$ cat src/rtl/pipeline_hazard_ctrl_if.sv
// Hazard bus between the pipeline datapath and the hazard sequencer:
// hazard sources flow in, per-stage enable/flush and PC control flow out.
interface pipeline_hazard_ctrl_if;
  logic       if_valid;
  logic       dc_busy;
  logic [4:0] id_rs1;
  logic [4:0] id_rs2;
  logic       id_use_rs1;
  logic       id_use_rs2;
  logic       id_serialize;
  logic       ex_is_load;
  logic [4:0] ex_rd;
  logic       idex_bubble;
  logic       exmem_bubble;
  logic       memwb_bubble;
  logic       br_taken;

  logic       pc_en;
  logic       pc_redirect;
  logic       ifid_en;
  logic       ifid_flush;
  logic       idex_en;
  logic       idex_flush;
  logic       exmem_en;
  logic       exmem_flush;
  logic       memwb_en;
  logic       memwb_flush;

  modport master (
    output if_valid, dc_busy, id_rs1, id_rs2, id_use_rs1, id_use_rs2, id_serialize,
           ex_is_load, ex_rd, idex_bubble, exmem_bubble, memwb_bubble, br_taken,
    input  pc_en, pc_redirect, ifid_en, ifid_flush, idex_en, idex_flush,
           exmem_en, exmem_flush, memwb_en, memwb_flush
  );

  modport slave (
    input  if_valid, dc_busy, id_rs1, id_rs2, id_use_rs1, id_use_rs2, id_serialize,
           ex_is_load, ex_rd, idex_bubble, exmem_bubble, memwb_bubble, br_taken,
    output pc_en, pc_redirect, ifid_en, ifid_flush, idex_en, idex_flush,
           exmem_en, exmem_flush, memwb_en, memwb_flush
  );
endinterface

$ cat src/rtl/pipeline_hazard_ctrl.sv
// Hazard sequencer for the 5-stage pipeline: per-stage enable/flush, PC hold and
// redirect, plus saturating stall/flush performance counters.
module phc_sat_cnt #(
  parameter int W = 32
) (
  input  logic         clk,
  input  logic         reset,
  input  logic         inc,
  output logic [W-1:0] cnt
);
  always_ff @(posedge clk or posedge reset) begin
    if (reset)                 cnt <= '0;
    else if (inc && cnt != '1) cnt <= cnt + 1'b1;
  end
endmodule

module pipeline_hazard_ctrl #(
  parameter int BOOT_HOLD = 2,
  parameter int CNT_W     = 32
) (
  input  logic                 clk,
  input  logic                 reset,
  pipeline_hazard_ctrl_if.slave hz,
  output logic [1:0]           ctrl_state,
  output logic [CNT_W-1:0]     stall_cnt,
  output logic [CNT_W-1:0]     flush_cnt
);
  typedef enum logic [1:0] {
    BOOT     = 2'd0,
    RUN      = 2'd1,
    MEM_WAIT = 2'd2,
    REDIRECT = 2'd3
  } state_t;

  // Stage index: 0=IF/ID, 1=ID/EX, 2=EX/MEM, 3=MEM/WB
  localparam int NUM_STG = 4;
  localparam int BW      = (BOOT_HOLD > 1) ? $clog2(BOOT_HOLD) : 1;

  state_t             state, nxt;
  logic [BW-1:0]      boot_cnt;
  logic               boot_last;
  logic               load_use, drain;
  logic               pc_en, pc_redirect;
  logic [NUM_STG-1:0] stg_en, stg_flush;
  logic [1:0]         cnt_inc;
  logic [1:0][CNT_W-1:0] cnt_q;

  assign boot_last = (int'(boot_cnt) >= BOOT_HOLD - 1);

  assign load_use = hz.ex_is_load && (hz.ex_rd != 5'd0) &&
                    ((hz.id_use_rs1 && hz.id_rs1 == hz.ex_rd) ||
                     (hz.id_use_rs2 && hz.id_rs2 == hz.ex_rd));
  // Serializing op waits in ID until everything downstream has drained
  assign drain    = hz.id_serialize &&
                    !(hz.idex_bubble && hz.exmem_bubble && hz.memwb_bubble);

  always_ff @(posedge clk or posedge reset) begin
    if (reset) begin
      state    <= BOOT;
      boot_cnt <= '0;
    end else begin
      state <= nxt;
      if (state == BOOT && !boot_last) boot_cnt <= boot_cnt + 1'b1;
    end
  end

  always_comb begin
    nxt         = state;
    pc_en       = 1'b0;
    pc_redirect = 1'b0;
    stg_en      = '1;
    stg_flush   = '0;
    case (state)
      BOOT: begin
        stg_flush = '1;
        if (boot_last) nxt = RUN;
      end
      REDIRECT: begin
        if (hz.dc_busy) begin
          stg_en = '0;
          nxt    = MEM_WAIT;
        end else begin
          stg_flush[0] = 1'b1;
          pc_en        = hz.if_valid;
          nxt          = RUN;
        end
      end
      default: begin
        // RUN and the release cycle of MEM_WAIT share one priority chain
        if (hz.dc_busy) begin
          stg_en = '0;
          nxt    = MEM_WAIT;
        end else if (hz.br_taken) begin
          pc_en          = 1'b1;
          pc_redirect    = 1'b1;
          stg_flush[2:0] = '1;
          nxt            = REDIRECT;
        end else if (load_use || drain) begin
          stg_en[0]    = 1'b0;
          stg_flush[1] = 1'b1;
          nxt          = RUN;
        end else if (!hz.if_valid) begin
          stg_flush[0] = 1'b1;
          nxt          = RUN;
        end else begin
          pc_en = 1'b1;
          nxt   = RUN;
        end
      end
    endcase
  end

  assign hz.pc_en       = pc_en;
  assign hz.pc_redirect = pc_redirect;
  assign hz.ifid_en     = stg_en[0];
  assign hz.ifid_flush  = stg_flush[0];
  assign hz.idex_en     = stg_en[1];
  assign hz.idex_flush  = stg_flush[1];
  assign hz.exmem_en    = stg_en[2];
  assign hz.exmem_flush = stg_flush[2];
  assign hz.memwb_en    = stg_en[3];
  assign hz.memwb_flush = stg_flush[3];
  assign ctrl_state     = state;

  assign cnt_inc[0] = (state != BOOT) && !pc_en;
  assign cnt_inc[1] = (nxt == REDIRECT) && (state != REDIRECT);

  for (genvar g = 0; g < 2; g++) begin : g_cnt
    phc_sat_cnt #(.W(CNT_W)) u_cnt (
      .clk   (clk),
      .reset (reset),
      .inc   (cnt_inc[g]),
      .cnt   (cnt_q[g])
    );
  end

  assign stall_cnt = cnt_q[0];
  assign flush_cnt = cnt_q[1];
endmodule

$ cat src/flat_wrapper.sv
// flat-port wrapper written by rule: the top's interface ports become plain ports
module pipeline_hazard_ctrl_flat 
#(
  parameter int BOOT_HOLD = 2,
  parameter int CNT_W     = 32
)
  (clk, reset, ctrl_state, stall_cnt, flush_cnt, hz_if_valid, hz_dc_busy, hz_id_rs1, hz_id_rs2, hz_id_use_rs1, hz_id_use_rs2, hz_id_serialize, hz_ex_is_load, hz_ex_rd, hz_idex_bubble, hz_exmem_bubble, hz_memwb_bubble, hz_br_taken, hz_pc_en, hz_pc_redirect, hz_ifid_en, hz_ifid_flush, hz_idex_en, hz_idex_flush, hz_exmem_en, hz_exmem_flush, hz_memwb_en, hz_memwb_flush);
  pipeline_hazard_ctrl_if hz_i ();
  input  logic clk;
  input  logic reset;
  output logic [1:0] ctrl_state;
  output logic [CNT_W-1:0] stall_cnt;
  output logic [CNT_W-1:0] flush_cnt;
  input wire logic [$bits(hz_i.if_valid)-1:0] hz_if_valid;
  input wire logic [$bits(hz_i.dc_busy)-1:0] hz_dc_busy;
  input wire logic [$bits(hz_i.id_rs1)-1:0] hz_id_rs1;
  input wire logic [$bits(hz_i.id_rs2)-1:0] hz_id_rs2;
  input wire logic [$bits(hz_i.id_use_rs1)-1:0] hz_id_use_rs1;
  input wire logic [$bits(hz_i.id_use_rs2)-1:0] hz_id_use_rs2;
  input wire logic [$bits(hz_i.id_serialize)-1:0] hz_id_serialize;
  input wire logic [$bits(hz_i.ex_is_load)-1:0] hz_ex_is_load;
  input wire logic [$bits(hz_i.ex_rd)-1:0] hz_ex_rd;
  input wire logic [$bits(hz_i.idex_bubble)-1:0] hz_idex_bubble;
  input wire logic [$bits(hz_i.exmem_bubble)-1:0] hz_exmem_bubble;
  input wire logic [$bits(hz_i.memwb_bubble)-1:0] hz_memwb_bubble;
  input wire logic [$bits(hz_i.br_taken)-1:0] hz_br_taken;
  output wire logic [$bits(hz_i.pc_en)-1:0] hz_pc_en;
  output wire logic [$bits(hz_i.pc_redirect)-1:0] hz_pc_redirect;
  output wire logic [$bits(hz_i.ifid_en)-1:0] hz_ifid_en;
  output wire logic [$bits(hz_i.ifid_flush)-1:0] hz_ifid_flush;
  output wire logic [$bits(hz_i.idex_en)-1:0] hz_idex_en;
  output wire logic [$bits(hz_i.idex_flush)-1:0] hz_idex_flush;
  output wire logic [$bits(hz_i.exmem_en)-1:0] hz_exmem_en;
  output wire logic [$bits(hz_i.exmem_flush)-1:0] hz_exmem_flush;
  output wire logic [$bits(hz_i.memwb_en)-1:0] hz_memwb_en;
  output wire logic [$bits(hz_i.memwb_flush)-1:0] hz_memwb_flush;
  assign hz_i.if_valid = hz_if_valid;
  assign hz_i.dc_busy = hz_dc_busy;
  assign hz_i.id_rs1 = hz_id_rs1;
  assign hz_i.id_rs2 = hz_id_rs2;
  assign hz_i.id_use_rs1 = hz_id_use_rs1;
  assign hz_i.id_use_rs2 = hz_id_use_rs2;
  assign hz_i.id_serialize = hz_id_serialize;
  assign hz_i.ex_is_load = hz_ex_is_load;
  assign hz_i.ex_rd = hz_ex_rd;
  assign hz_i.idex_bubble = hz_idex_bubble;
  assign hz_i.exmem_bubble = hz_exmem_bubble;
  assign hz_i.memwb_bubble = hz_memwb_bubble;
  assign hz_i.br_taken = hz_br_taken;
  assign hz_pc_en = hz_i.pc_en;
  assign hz_pc_redirect = hz_i.pc_redirect;
  assign hz_ifid_en = hz_i.ifid_en;
  assign hz_ifid_flush = hz_i.ifid_flush;
  assign hz_idex_en = hz_i.idex_en;
  assign hz_idex_flush = hz_i.idex_flush;
  assign hz_exmem_en = hz_i.exmem_en;
  assign hz_exmem_flush = hz_i.exmem_flush;
  assign hz_memwb_en = hz_i.memwb_en;
  assign hz_memwb_flush = hz_i.memwb_flush;
  pipeline_hazard_ctrl #(.BOOT_HOLD(BOOT_HOLD), .CNT_W(CNT_W)) u_core (.clk(clk), .reset(reset), .hz(hz_i), .ctrl_state(ctrl_state), .stall_cnt(stall_cnt), .flush_cnt(flush_cnt));
endmodule
$ cat config.mk
export PLATFORM = sky130hd
export DESIGN_NAME = pipeline_hazard_ctrl_flat
export DESIGN_NICKNAME = d
export VERILOG_FILES = /design/src/rtl/pipeline_hazard_ctrl_if.sv /design/src/rtl/pipeline_hazard_ctrl.sv /design/src/flat_wrapper.sv
export SDC_FILE = /design/constraint.sdc
export NUM_CORES = 1
export LEC_CHECK = 0
export BUFFER_PORTS_ARGS = -buffer_cell sky130_fd_sc_hd__buf_2
export CAP_MARGIN = 10
export CORE_UTILIZATION = 50
export CTS_CLUSTER_SIZE = 24
export DETAILED_ROUTE_END_ITERATION = 7
export PLACE_DENSITY = 0.87
export SETUP_SLACK_MARGIN = 0.05
export SYNTH_ARGS = -nofsm -noshare
export SYNTH_HDL_FRONTEND = slang
export SYNTH_SLANG_ARGS = --single-unit
$ cat constraint.sdc
create_clock -name clk -period 5.47 [get_ports clk]
set_input_delay 1.641 -clock clk [delete_from_list [all_inputs] [get_ports clk]]
set_output_delay 1.641 -clock clk [all_outputs]
set_load 0.01 [all_outputs]
==> results of run 1 <==
-- layout by cell type (no fill, tap or decap), drive strengths merged, types with 2 or more instances in the layout --
| cell | Yosys | final |
|---|---|---|
| clkinv | 0 | 2 |
| ha | 4 | 4 |
| and3 | 19 | 19 |
| buf | 7 | 105 |
| xnor2 | 53 | 53 |
| inv | 13 | 13 |
| nand4 | 30 | 30 |
| a211o | 3 | 3 |
| xor2 | 18 | 18 |
| o211ai | 2 | 2 |
| and4 | 5 | 5 |
| nand2b | 5 | 5 |
| nor2 | 21 | 21 |
| and2 | 5 | 5 |
| or4b | 2 | 2 |
| nand2 | 22 | 22 |
| o21bai | 2 | 2 |
| mux2 | 3 | 3 |
| nor3 | 5 | 5 |
| clkinvlp | 0 | 2 |
| o31ai | 2 | 2 |
| or2 | 2 | 2 |
| clkbuf | 2 | 12 |
| dfrtp | 67 | 67 |
| nor2b | 3 | 3 |
| nor4 | 7 | 7 |
| nand3 | 28 | 28 |
| nand4b | 3 | 3 |
| a31oi | 2 | 2 |
| o21ai | 9 | 9 |
-- final cells by class --
type / instances / area (um^2)
Fill cell: 619 / 2730
Multi-Input combinational cell: 267 / 1920
Sequential cell: 67 / 1680
Timing Repair Buffer: 105 / 533
Clock buffer: 12 / 155
Tap cell: 99 / 124
Inverter: 13 / 48.8
Clock inverter: 4 / 25.0
-- metal layers --
metal,global-route usage,share of wire,up-vias
li1,-,-,1480
met1,0.262,0.42,1531
met3,0.0641,0.058,26
met4,0.0982,0.022,0
met2,0.378,0.50,122
met5,0,0,-
-- flip-flops by register name, indices dropped and copies added, names as in the netlist --
register / flops
u_core.ctrl_state: 2
u_core.g_cnt.u_cnt.cnt: 64
u_core.boot_cnt: 1
-- report_power, final --
group / switching [mW] / total [mW] / internal [mW]
sequential: 0.0654 / 0.618 / 0.553
combinational: 0.346 / 0.593 / 0.248
clock: 0.181 / 0.369 / 0.188
total: 0.593 / 1.58 / 0.988
-- cells by family (layout without fill, tap and decap cells) --
family          Yosys count  count (layout)  share of synthesized area
simple gates            163             163                      0.275
xor+xnor                 71              71                      0.168
flops                    67              67                      0.453
compound gates           25              25                     0.0500
buf+inv                  22             134                     0.0294
fa+ha+maj                 4               4                     0.0135
mux                       4               4                     0.0118
-- metrics by stage --
stage / power, mW / hold slack (ps)
floorplan: 1.07 / 458
global placement: 1.20 / 470
detailed placement: 1.23 / 478
CTS: 1.60 / 493
global route: 1.69 / 508
finish: 1.58 / 488
-- worst max path at each step --
stage,to,start,cells after the start
final,hz_idex_flush,hz_ex_rd[2],7
after global routing,hz_idex_flush,hz_ex_rd[2],7
after CTS,hz_idex_flush,hz_ex_rd[2],7
after floorplan,hz_ifid_flush,hz_ex_rd[0],4
after global placement,hz_pc_en,hz_ex_rd[0],7
after detailed placement,hz_idex_flush,hz_ex_rd[2],7
-- worst max-delay path, stage by stage --
cell,delay (ps)
buf_2,130
xor2_1,160
nor4_1,320
a32oi_1,220
o21ai_0,360
a21o_1,170
buf_2,120
==> flow_summary_export.csv, run 1 <==
group,metric,value,unit
critical_path,path_max_fanout,3,
synthesis,syn_area,3700,um^2
cts,cts_setup_buffers,0,
global_route,track_usage,0.222,
timing,tns,0,ps
floorplanning,coreArea,7210,um^2
cts,cts-buffers-inserted,9,
global_route,grt_overflow_total,0,
pwr,ir_worst_vdd,0.233,mV
synthesis,synth_area_leaders,"dfrtp_1 (45%), xnor2_1 (13%), nand4_1 (4.9%), xor2_1 (4.3%), nand3_1 (2.6%)",
critical_path,crit_required,3830,ps
routing,via_per_inst,5.57,
timing,finalCritPeriodShare,0.870,
timing,setup_viol,0,
floorplanning,die_y,88.1,um
synthesis,synth_nets,387,
routing,drt_first_pass_iters,5,
routing,drc_errors,0,
timing,min_period,4760,ps
synthesis,yosysWarnings,0,
placement,placedInstanceArea,4300,um^2
run,cap_violations,0,
timing,hold_viol_final,0,
final_layout,fin_nets,494,
placement,post-place-ws,739,ps
final_layout,drive_gt1_frac,0.323,
placement,port_buffers,102,
critical_path,rr_worst_depth,8,
synthesis,synthFlopType,"dfrtp_1",
final_layout,fin_area,4480,um^2
synthesis,synth_cell_types,57,
cts,clock_latency,340,ps
placement,dp_cells,551,
critical_path,start_kind,"primary input",
cts,post_cts_resize_count,0,
final_layout,diodes,0,
status,outcome,"completed",
routing,wirelength,8.14,mm
routing,ant_nets,0,
floorplanning,ios,103,
global_route,antenna_found_initial,0,
synthesis,synth_common_cells,"dfrtp_1 (67), xnor2_1 (53), nand4_1 (29)",
synthesis,synth_edf_count,0,
cts,htree_levels,3,
cts,cts_tree,"yes",
timing,finalWorstSetupSlack,709,ps
cts,cts_root_buf,"clkbuf_8",
hold_path,whs_endpoint,"u_core.g_cnt[0].u_cnt.cnt[9]$_DFFE_PP0P_",
pwr,p_leak,2.05,nW
timing,slew_viol_final,0,
global_route,grt_pass1_vias,2945,
hold_path,hp-class,"reg2reg",
cts,holdBufCountCts,0,
timing,grt_setup_unrepaired,"false",
synthesis,yosysSeqAreaShare,0.453,
floorplanning,die_width,88.1,um
cts,cts.path.max_buffers,2,
critical_path,critical_path_arrival,3120,ps
synthesis,yosysTopAreaCell,"dfrtp_1",
pwr,power_density,353,nW/um^2
critical_path,end_kind,"primary output",
synthesis,avgSynthCellArea,10.4,um^2
routing,vias,3159,
timing,skew,8.52,ps
synthesis,netlist.area_leader.share,0.453,
hold_path,holdCritStartpoint,"u_core.g_cnt[0].u_cnt.cnt[9]$_DFFE_PP0P_",
global_route,grt_pass1_wl,13.4,mm
synthesis,syn_inst,356,
critical_path,critical_path_class,"in2out",
synthesis,synth_seq_cells,67,
cts,clock_sinks,67,
routing,drt_iter0_drc,140,
floorplanning,die_area,7760,um^2
timing,max_slew.worst_pin.slew,880,ps
timing,fmax,210,MHz
final_layout,final_core_util,0.621,
final_layout,area_delta_synth_final,21.0,%
global_route,grt_max_degree,44,
floorplanning,placementRows,31,
cts,clkTransAtPathRegs,70,ps
synthesis,yosysMostFrequentCell,"dfrtp_1",
critical_path,reg2reg_from,"u_core.ctrl_state[0]$_DFF_PP0_",
routing,wl_per_cell,14.4,um
synthesis,async_reset_ff_frac,1.00,
timing,slew_headroom,0.412,
final_layout,instances_no_fill,567,
critical_path,reg2reg_slack,2770,ps
hold_path,min_path_cells,1,
critical_path,r2r_end,"u_core.g_cnt[1].u_cnt.cnt[29]$_DFFE_PP0P_",
placement,hpwl,6.09,mm
placement,place_congestion,0.868,
floorplanning,start_util,0.514,
Power figures use the tool's default switching activity.
==> run 2: changes to the inputs <==
--- a/config.mk
+++ b/config.mk
@@ -11,6 +11,7 @@
 export CTS_CLUSTER_SIZE = 24
 export DETAILED_ROUTE_END_ITERATION = 7
 export PLACE_DENSITY = 0.87
+export REMOVE_ABC_BUFFERS = 1
 export SETUP_SLACK_MARGIN = 0.05
 export SYNTH_ARGS = -nofsm -noshare
 export SYNTH_HDL_FRONTEND = slang
==> flow_summary_export.csv, run 2 (synthesis gave the netlist of run 1 again) <==
group,metric,value,unit
hold_path,whs_endpoint,"u_core.g_cnt[0].u_cnt.cnt[29]$_DFFE_PP0P_",
global_route,track_usage,0.225,
final_layout,largest_register_ffs,64,
pwr,clkPwrFrac,0.231,
final_layout,diodes,0,
timing,worst_hold_slack,486,ps
final_layout,fillers,610,
cts,clock_sinks,67,
pwr,pwr-share-seq,0.392,
routing,wl_per_cell,14.5,um
routing,vias,3143,
final_layout,final_core_util,0.621,
placement,post-place-ws,779,ps
routing,drt_iter0_drc,65,
run,cap_violations,0,
final_layout,layout_commonest_cell,"buf_2",
final_layout,drive_gt1_frac,0.323,
timing,finalWorstSetupSlack,758,ps
placement,dp_cells,551,
status,outcome,"completed",
placement,place_congestion,0.855,
pwr,switchingPower,603,uW
final_layout,instances_no_fill,567,
critical_path,path_max_fanout,3,
timing,slew_viol_final,0,
timing,hold_viol_final,0,
global_route,grt_overflow_total,0,
critical_path,crit_required,3830,ps
global_route,grt_pass1_wl,13.6,mm
floorplanning,start_util,0.514,
cts,clock_latency,340,ps
final_layout,layout_common_cells,"buf_2 (102), dfrtp_1 (67), xnor2_1 (53)",
floorplanning,coreArea,7210,um^2
pwr,comb_power_share,0.377,
cts,cts.path.max_buffers,2,
timing,min_period,4710,ps
cts,post_cts_resize_count,0,
timing,slew_headroom,0.502,
cts,cts_root_buf,"clkbuf_8",
critical_path,end_kind,"primary output",
cts,holdBufCountCts,0,
floorplanning,die_width,88.1,um
cts,cts_tree,"yes",
timing,tns,0,ps
critical_path,rr_worst_depth,9,
floorplanning,die_y,88.1,um
critical_path,r2r_end,"u_core.g_cnt[0].u_cnt.cnt[24]$_DFFE_PP0P_",
timing,fmax,212,MHz
final_layout,area_delta_synth_final,21.0,%
timing,finalCritPeriodShare,0.862,
routing,ant_nets,0,
critical_path,reg2reg_from,"u_core.ctrl_state[1]$_DFF_PP0_",
cts,cts_setup_buffers,0,
hold_path,holdCritStartpoint,"u_core.g_cnt[0].u_cnt.cnt[29]$_DFFE_PP0P_",
pwr,p_leak,2.05,nW
floorplanning,ios,103,
timing,max_slew.worst_pin.slew,740,ps
floorplanning,placementRows,31,
floorplanning,die_area,7760,um^2
pwr,power_density,355,nW/um^2
cts,cts-buffers-inserted,9,
hold_path,hp-class,"reg2reg",
final_layout,fin_nets,494,
pwr,ir_worst_vdd,0.212,mV
timing,setup_viol,0,
routing,drt_first_pass_iters,4,
final_layout,top_register,"u_core.g_cnt.u_cnt.cnt",
cts,htree_levels,3,
routing,drc_errors,0,
critical_path,reg2reg_slack,2520,ps
pwr,power.internal,989,uW
critical_path,critical_path_class,"in2out",
routing,wirelength,8.21,mm
cts,clkTransAtPathRegs,80,ps
routing,via_per_inst,5.54,
global_route,antenna_found_initial,0,
timing,grt_setup_unrepaired,"false",
global_route,grt_max_degree,41,
pwr,p_sw_frac,0.379,
timing,skew,11.2,ps
placement,hpwl,6.04,mm
global_route,grt_pass1_vias,3004,
placement,port_buffers,102,
critical_path,critical_path_arrival,3070,ps
critical_path,start_kind,"primary input",
hold_path,min_path_cells,1,
[run 2: cell counts in the layout (fill, tap and decap cells not counted)]
Identical to the previous run, type by type.
[run 2: metal layers]
layer  global-route usage  up-vias  part of all wire
li1                     -     1486                 -
met1                0.262     1554              0.42
met2                0.381       87              0.51
met3               0.0782       16             0.050
met4               0.0909        0             0.017
met5                    0        -                 0
[run 2: critical path, cell delays in order]
cell and delay, ps:
buf_2 120, or4_1 560, o211a_1 260, o21ai_0 180
a31oi_1 60, nor2_1 110, buf_2 130
[run 2: worst max-delay path by stage]
stage	start	to	slack (ps)
global route	hz_ex_rd[2]	hz_idex_flush	670
finish	hz_ex_rd[0]	hz_pc_en	760
CTS	hz_ex_rd[0]	hz_pc_en	760
global placement	hz_ex_rd[0]	hz_pc_en	830
floorplan	hz_ex_rd[0]	hz_ifid_flush	1040
detailed placement	hz_ex_rd[0]	hz_pc_en	780
[run 2: power by group through the flow]
| stage | clock network, mW | logic, mW | registers [mW] |
|---|---|---|---|
| 3_5_place_dp | 0 | 0.604 | 0.628 |
| 3_3_place_gp | 0 | 0.579 | 0.624 |
| 4_1_cts | 0.379 | 0.605 | 0.621 |
| 6_report | 0.369 | 0.600 | 0.624 |
| 2_1_floorplan | 0 | 0.373 | 0.642 |
| 5_1_grt | 0.407 | 0.664 | 0.632 |
[run 2: area by class of cell]
class / count / area, um^2 / share of cell area
multi-input cells: 267 / 1920 / 0.428
flip-flops and latches: 67 / 1680 / 0.374
repair buffers: 105 / 533 / 0.119
clock buffers: 12 / 155 / 0.0346
well taps: 99 / 124 / 0.0276
inverters: 13 / 48.8 / 0.0109
clock inverters: 4 / 25.0 / 0.00558
[run 2: through the flow]
step / area [um^2] / power [mW]
2_1_floorplan: 3640 / 1.01
3_3_place_gp: 4300 / 1.20
3_5_place_dp: 4300 / 1.23
4_1_cts: 4480 / 1.61
5_1_grt: 4480 / 1.70
6_report: 4480 / 1.59
